[src/rtl/act_skew_feeder.sv]
// Activation feeder: streams a tile of 128-bit activation words from SRAM and applies the
// triangular row skew for the systolic array. Optional bubble counter: define ACT_BUBBLE_CNT_EN.
module act_skew_feeder #(
  parameter int ROWS = 32,
  parameter int AW   = 15,
  parameter int NW   = 16
) (
  input  logic                clk,
  input  logic                rst_n,
  input  logic                start,
  input  logic [AW-1:0]       base_addr,
  input  logic [NW-1:0]       num_vec,
  output logic                busy,
  output logic                done,
  output logic                bce,
  output logic [AW-1:0]       braddr,
  input  logic                brvalid,
  input  logic [4*ROWS-1:0]   brdata,
  output logic [4*ROWS-1:0]   act_data_in,
  output logic                act_pe_valid,
`ifdef ACT_BUBBLE_CNT_EN
  output logic [15:0]         bubble_cnt,
`endif
  output logic                start_calc
);

  localparam int DW = (ROWS > 1) ? $clog2(ROWS) : 1;

  typedef enum logic [2:0] {S_IDLE, S_READ, S_WAIT, S_DRAIN, S_DONE} state_t;

  state_t            state;
  logic [NW-1:0]     nv_q;
  logic [NW-1:0]     issue_cnt;
  logic [NW-1:0]     rcv_cnt;
  logic [NW-1:0]     rcv_next;
  logic [DW-1:0]     drain_cnt;
  logic [4*ROWS-1:0] stage0;
  logic              beat;

  // Only beats that arrive while the job expects data are counted and injected.
  assign beat = brvalid && (state == S_READ || state == S_WAIT);

  always_comb begin
    // NOTE: assign a default before any conditional update so no latch is inferred.
    rcv_next = rcv_cnt;
    if (beat) rcv_next = rcv_cnt + NW'(1);
  end

  // NOTE: all state is updated with non-blocking assignments so every register samples pre-edge values.
  always_ff @(posedge clk or negedge rst_n) begin
    if (!rst_n) begin
      state      <= S_IDLE;
      nv_q       <= '0;
      issue_cnt  <= '0;
      rcv_cnt    <= '0;
      drain_cnt  <= '0;
      busy       <= 1'b0;
      done       <= 1'b0;
      bce        <= 1'b0;
      braddr     <= '0;
      start_calc <= 1'b0;
    end else begin
      done       <= 1'b0;
      start_calc <= 1'b0;
      if (beat) rcv_cnt <= rcv_next;
      case (state)
        S_IDLE: begin
          if (start) begin
            nv_q    <= num_vec;
            rcv_cnt <= '0;
            busy    <= 1'b1;
            if (num_vec == '0) begin
              state <= S_DONE;
              done  <= 1'b1;
            end else begin
              state      <= S_READ;
              bce        <= 1'b1;
              braddr     <= base_addr;
              issue_cnt  <= NW'(1);
              start_calc <= 1'b1;
            end
          end
        end
        S_READ: begin
          if (issue_cnt == nv_q) begin
            bce   <= 1'b0;
            state <= S_WAIT;
          end else begin
            issue_cnt <= issue_cnt + NW'(1);
            braddr    <= braddr + AW'(1);
          end
        end
        S_WAIT: begin
          if (rcv_next == nv_q) begin
            state     <= S_DRAIN;
            drain_cnt <= '0;
          end
        end
        S_DRAIN: begin
          // Hold off done until the last vector has walked down to the bottom row.
          if (drain_cnt == DW'(ROWS - 1)) begin
            state <= S_DONE;
            done  <= 1'b1;
          end else begin
            drain_cnt <= drain_cnt + DW'(1);
          end
        end
        S_DONE: begin
          busy  <= 1'b0;
          state <= S_IDLE;
        end
        default: state <= S_IDLE;
      endcase
    end
  end

`ifdef ACT_BUBBLE_CNT_EN
  always_ff @(posedge clk or negedge rst_n) begin
    if (!rst_n) begin
      bubble_cnt <= '0;
    end else if (state == S_IDLE && start) begin
      bubble_cnt <= '0;
    end else if ((state == S_READ || state == S_WAIT) && !brvalid && rcv_cnt != '0
                 && bubble_cnt != 16'hFFFF) begin
      bubble_cnt <= bubble_cnt + 16'd1;
    end
  end
`endif

  // Stage 0 loads every cycle; a missing beat becomes a zero column.
  always_ff @(posedge clk or negedge rst_n) begin
    if (!rst_n) begin
      stage0       <= '0;
      act_pe_valid <= 1'b0;
    end else begin
      stage0       <= beat ? brdata : '0;
      act_pe_valid <= beat;
    end
  end

  for (genvar r = 0; r < ROWS; r++) begin : g_row
    if (r == 0) begin : g_direct
      assign act_data_in[3:0] = stage0[3:0];
    end else begin : g_chain
      logic [3:0] dly [r];
      // NOTE: the skew chains are reset so an aborted job cannot leak stale columns into the core.
      always_ff @(posedge clk or negedge rst_n) begin
        if (!rst_n) begin
          for (int k = 0; k < r; k++) dly[k] <= '0;
        end else begin
          dly[0] <= stage0[4*r +: 4];
          for (int k = 1; k < r; k++) dly[k] <= dly[k-1];
        end
      end
      assign act_data_in[4*r +: 4] = dly[r-1];
    end
  end

endmodule

[config.mk]
export PLATFORM = sky130hd
export DESIGN_NAME = act_skew_feeder
export DESIGN_NICKNAME = d
export VERILOG_FILES = /design/src/rtl/act_skew_feeder.sv
export SDC_FILE = /design/constraint.sdc
export NUM_CORES = 1
export LEC_CHECK = 0
export CORE_MARGIN = 10
export CORE_UTILIZATION = 40
export DETAILED_ROUTE_END_ITERATION = 12
export GPL_TIMING_DRIVEN = 0
export PLACE_DENSITY = 0.55
export SYNTH_ARGS = -nofsm -noshare
export SYNTH_HDL_FRONTEND = slang
export SYNTH_SLANG_ARGS = --single-unit
[constraint.sdc]
create_clock -name clk -period 3.3 [get_ports clk]
set_clock_uncertainty 0.15 [all_clocks]
set_input_delay 0.66 -clock clk [delete_from_list [all_inputs] [get_ports clk]]
set_output_delay 0.66 -clock clk [all_outputs]
set_load 0.03 [all_outputs]
* Word level (Yosys, flattened, before mapping)
Index checks and enable logic that the tools add are counted.
** Word-level totals
- Logic and storage cells :: 574
- Output and inout bits :: 148
- Bits of input ports :: 163
- Flip-flop bits (word level) :: 2188
** Cells by class
- Equal/unequal tests :: 14
- Mux-type cells :: 35
- Add/sub/neg operators :: 4
- Reduce and logical (&&, ||, !) cells :: 13
** Operator list (number)
- $mux 128 :: 1
- $mux 16 :: 7
- $mux 15 :: 3
- $add 16x1->16 const B :: 2
- $eq 16x16->1 :: 2
- $pmux 16 s2 :: 1
- $pmux 15 s2 :: 1
- $logic_not 16->1 :: 1
- $add 15x1->15 const B :: 1
- $mux 3 :: 5
- $pmux 3 s4 :: 1
- $reduce_and 4->1 :: 3
- $mux 1 :: 10
- $mux 5 :: 2
- $ne 2x2->1 const B :: 5
- $pmux 5 s2 :: 1
- $eq 3x2->1 const B :: 2
- $pmux 1 s2 :: 3
- $reduce_bool 2->1 :: 3
- $add 5x1->5 const B :: 1
- $eq 5x5->1 const B :: 1
- $ne 2x1->1 const B :: 2
- $reduce_and 2->1 :: 2
- $eq 3x1->1 const B :: 1
- other kinds (5) :: 5

* Longest topological paths before layout
- Depth after elaboration :: 7
- Gate-level depth with buffers :: 9
- Mapped depth without buffers :: 8

* Least setup slack after synthesis
No wires, ideal clock.
- Path kind :: input to register
- From :: input port brvalid
- To :: register drain_cnt[0]
- Arrival time :: 2.405 ns
- Stages on the path :: 8
- Buffers on the path :: 1
- Library setup time :: 0.136 ns
- Data required time :: 3.014 ns
- Setup slack :: 0.609 ns
- Cell sequence :: nor2b_1 clkbuf_1 nand4b_2 nand3b_1 o211ai_1 or4_4 nor4_4 o21ai_0
** Between the ends
- Word-level cells in the longest chain between the ends :: 5
** RTL lines
- start: declaration :: line 17 : input logic brvalid,
- $logic_and 1x1->1 :: line 41 : assign beat = brvalid && (state == S_READ || state == S_WAIT);
- $mux 16 :: line 46 : if (beat) rcv_next = rcv_cnt + NW'(1);
- $eq 16x16->1 :: line 94 : if (rcv_next == nv_q) begin
- $ne 2x1->1 (no source line)
- $reduce_and 3->1 (no source line)
- end signal: assignment :: line 105 : drain_cnt <= drain_cnt + DW'(1);
- end: declaration :: line 36 : logic [DW-1:0] drain_cnt;
Every way passes these cells.
A chain may end at the register's enable or synchronous reset.

* Worst setup path after layout
- From :: register rcv_cnt[0]
- To :: register drain_cnt[0]
** Between the ends
- Word-level cells in the longest chain between the ends :: 5
** RTL lines
- start: declaration :: line 34 : logic [NW-1:0] rcv_cnt;
- start signal: assignment :: line 65 : if (beat) rcv_cnt <= rcv_next;
- $add 16x1->16 :: line 46
- $mux 16 (*) :: line 46
- $eq 16x16->1 (*) :: line 94
- $ne 2x1->1 (no source line) (*)
- $reduce_and 3->1 (no source line) (*)
Every way passes the cells marked *; elsewhere a longest branch is shown, timed or not.

==> impl_metrics.ini <==
[placed_design]
routabilityCongestion = 0.737
portBuffers = 310
place_hpwl_um = 43700

[run]
drv_cap = 0

[clocking]
clkLatencyLatePin_ps = 800
cts.htree.levels = 4
postCtsSetupRepairBufs = 0
ctsRootBufferMaster = clkbuf_16
cts_buffers = 205
post_cts_resized = 0
path_clk_slew_ps = 60
tritoncts = yes
clk_path_buf_depth = 3
clock-sinks = 2188

[logic_synthesis]
synth_warnings = 0
syn_area_mm2 = 0.0591
synthArstFlopShare = 1.00
synth_fp_nets = 3032
synth_edf_count = 0
synth_seq_cells = 2188
synthFlopType = dfrtp_1
syn_avg_cell_area_um2 = 20.6
ys_types = 54
netlist_instances = 2864
yosysSeqAreaShare = 0.926

[critical_path]
crit_required_ps = 3800
crit_family = simple AND/OR/NAND/NOR gates
cp-start-kind = flop
critical_path.cell_chain = ha_1, clkbuf_1, nand4_2, or4b_2, a31oi_1, o32ai_1, nor4_4, o21ai_0
worstSetupPathType = flop to flop
ff2ff_setup_slack_ps = 240
timing.critical_path.buf_inv = 1
worstReg2RegEnd = drain_cnt[0]
cp_slowest_stage_delay_ps = 690
endpoint_kind = flop
cp_data_arrival_time_ps = 3560
crit_slowest_cell = or4b_2
r2r_start = rcv_cnt[0]
path_max_fanout = 8
r2r_cells = 8

[power]
p_clk_frac = 0.413
p_seq_frac = 0.529
combPwrFrac = 0.058
swShare = 0.218
pwr_density_cell_mw_per_mm2 = 789
p_switching_mw = 12.4
internal_power_mw = 44.5
ir_drop_v = 0.000454
cellLeakagePower_nw = 35.6

[floorplan]
io_pins = 311
start_util = 0.401
die_area_mm2 = 0.164
die_h_um = 405
rows = 141
core-area_mm2 = 0.147
fp.dieW_um = 405

[sta]
max_slew_margin = 0.330
tns_ps = 0
setup_viol_count_final = 0
hold_viol_final = 126
finalCritPeriodShare = 0.929
rsz0062_at_grt = false
timing.hold.ws_ps = -302
max_freq_ghz = 0.326
finalMaxSlewViolations = 0
fin_crit_ps = 3060
tightest_slew_ps = 1010

[finish]
final_cell_mix = dfrtp_1 (2188), clkdlybuf4s50_1 (309), clkbuf_16 (209), and3_1 (138), buf_4 (125)
multi_input_area_mm2 = 0.00323
final_util = 0.490
drive_above_1_share = 0.142
fillers = 11900
final-seq-area_mm2 = 0.0548
mostFrequentLayoutCell = dfrtp_1
syn_to_final_growth_pct = 22.0
fin_nets = 3565

[route]
drt_iter0_drc = 1277
wl_per_cell_um = 14.4
drc = 0
vias = 22800
ant_nets = 0
via_per_inst = 4.14
drtPass1Iterations = 5
detail_route.wirelength_um = 78900

[global_routing]
grt_overflow_total = 0
grt_pass1_wl_um = 130000
grt_pass1_vias = 24300
antenna_found_initial = 13
grt_max_degree = 198
grt.total_usage = 0.0992

[status]
status = finished, violations left
violations = negative hold slack

[hold_path]
hp-class = input pin to async pin
==> how the worst max path moves through the flow <==
stage | from | to | slack [ps] | cells after the start
6_report | rcv_cnt[0] | drain_cnt[0] | 240 | 8
5_1_grt | rcv_cnt[0] | drain_cnt[2] | 40 | 8
4_1_cts | rst_n | g_row[29].g_chain.dly[96] | 120 | 5
3_5_place_dp | rst_n | stage0[24] | -1090 | 5
3_3_place_gp | rst_n | stage0[17] | -93370 | 1
2_1_floorplan | brvalid | drain_cnt[0] | 610 | 8
==> worst register-to-register path, delay by kind of cell, from the launching register on <==
family | cells | cell delay, ps
fa+ha+maj | 1 | 190
buf+inv | 1 | 270
flops | 1 | 480
simple gates | 3 | 1300
compound gates | 3 | 530
==> synth_stat cells (4+ instances only) <==
cell | count | area [µm²]
buf_4 | 125 | 938
and3_1 | 138 | 863
nor3b_1 | 4 | 30.0
nand2_1 | 43 | 161
o21ai_0 | 22 | 110
xor2_1 | 26 | 228
o32ai_1 | 4 | 35.0
xnor2_1 | 28 | 245
a21oi_1 | 36 | 180
nand4_1 | 13 | 81.3
nor3_1 | 9 | 45.0
a31oi_1 | 4 | 25.0
nor2_1 | 44 | 165
nand3_1 | 15 | 75.1
ha_1 | 5 | 62.6
clkbuf_1 | 45 | 169
nor2b_1 | 4 | 25.0
or3_1 | 6 | 37.5
nand2b_1 | 7 | 43.8
dfrtp_1 | 2188 | 54800
o22ai_1 | 7 | 43.8
nor4_1 | 19 | 119
nor4b_1 | 5 | 43.8
mux2i_1 | 4 | 40.0
mux2_2 | 16 | 180
and4_1 | 4 | 35.0
==> power groups by stage <==
stage	sequential, mW	clock, mW	combinational (mW)
4_1_cts	30.2	24.5	3.38
6_report	30.1	23.5	3.30
3_5_place_dp	30.6	0	3.35
3_3_place_gp	30.9	0	2.92
5_1_grt	30.4	25.6	3.66
2_1_floorplan	30.5	0	1.57
==> logic make-up (layout without fill, tap and decap cells) <==
kind of cell | count (synthesis) | in the layout | synth area share
xor gates and xnor gates | 57 | 57 | 0.00931
DFF | 2188 | 2188 | 0.926
other | 0 | 6 | 0
adders and majority gates | 5 | 5 | 0.00106
AOI/OAI and AO/OA | 86 | 86 | 0.00855
buffers and inverters | 179 | 875 | 0.0195
and+or+nand+nor | 329 | 329 | 0.0320
muxes | 20 | 20 | 0.00372
==> flip-flops by register name, summed over array words and instances (netlist names) <==
| signal | cells |
|---|---|
| drain_cnt | 5 |
| act_data_in | 120 |
| start_calc | 1 |
| nv_q | 16 |
| act_pe_valid | 1 |
| issue_cnt | 16 |
| bce | 1 |
| rcv_cnt | 16 |
| busy | 1 |
| g_row.g_chain.dly | 1864 |
| stage0 | 128 |
| braddr | 15 |
| state | 3 |
| done | 1 |
==> cell type report <==
type / instances / area share
plain buffers: 176 / 0.0158
clock inverters: 77 / 0.0145
inverters: 3 / 0.000156
repair buffers: 326 / 0.0494
well taps: 1930 / 0.0335
multi-input cells: 497 / 0.0448
diodes: 6 / 0.000208
flip-flops and latches: 2188 / 0.759
clock buffers: 293 / 0.0828
==> per-layer routing <==
layer  up-vias  track usage  wire [µm]
met5         -            0        117
met1     11800        0.120      31300
met2       543        0.151      37600
met3       219       0.0464       7220
li1      10200            -          -
met4        20       0.0455       2610
==> per-stage QoR <==
step	cells	hold WS, ps	power (mW)	area (µm²)	setup WS, ps
2_1_floorplan	2864	181	32.1	59100	609
3_3_place_gp	5104	181	33.8	64700	-93370
3_5_place_dp	5116	185	34.0	65000	-1090
4_1_cts	5488	-372	58.0	72100	120
5_1_grt	5493	-337	59.6	72100	35.8
6_report	5496	-302	56.9	72200	235
==> timing repair <==
item,4_1_cts,5_1_grt
pin swaps,0,0
gates cloned,2,2
endpoints found under the setup margin,499,499
endpoints found under the hold margin,126,126
Power figures use the tool's default switching activity.
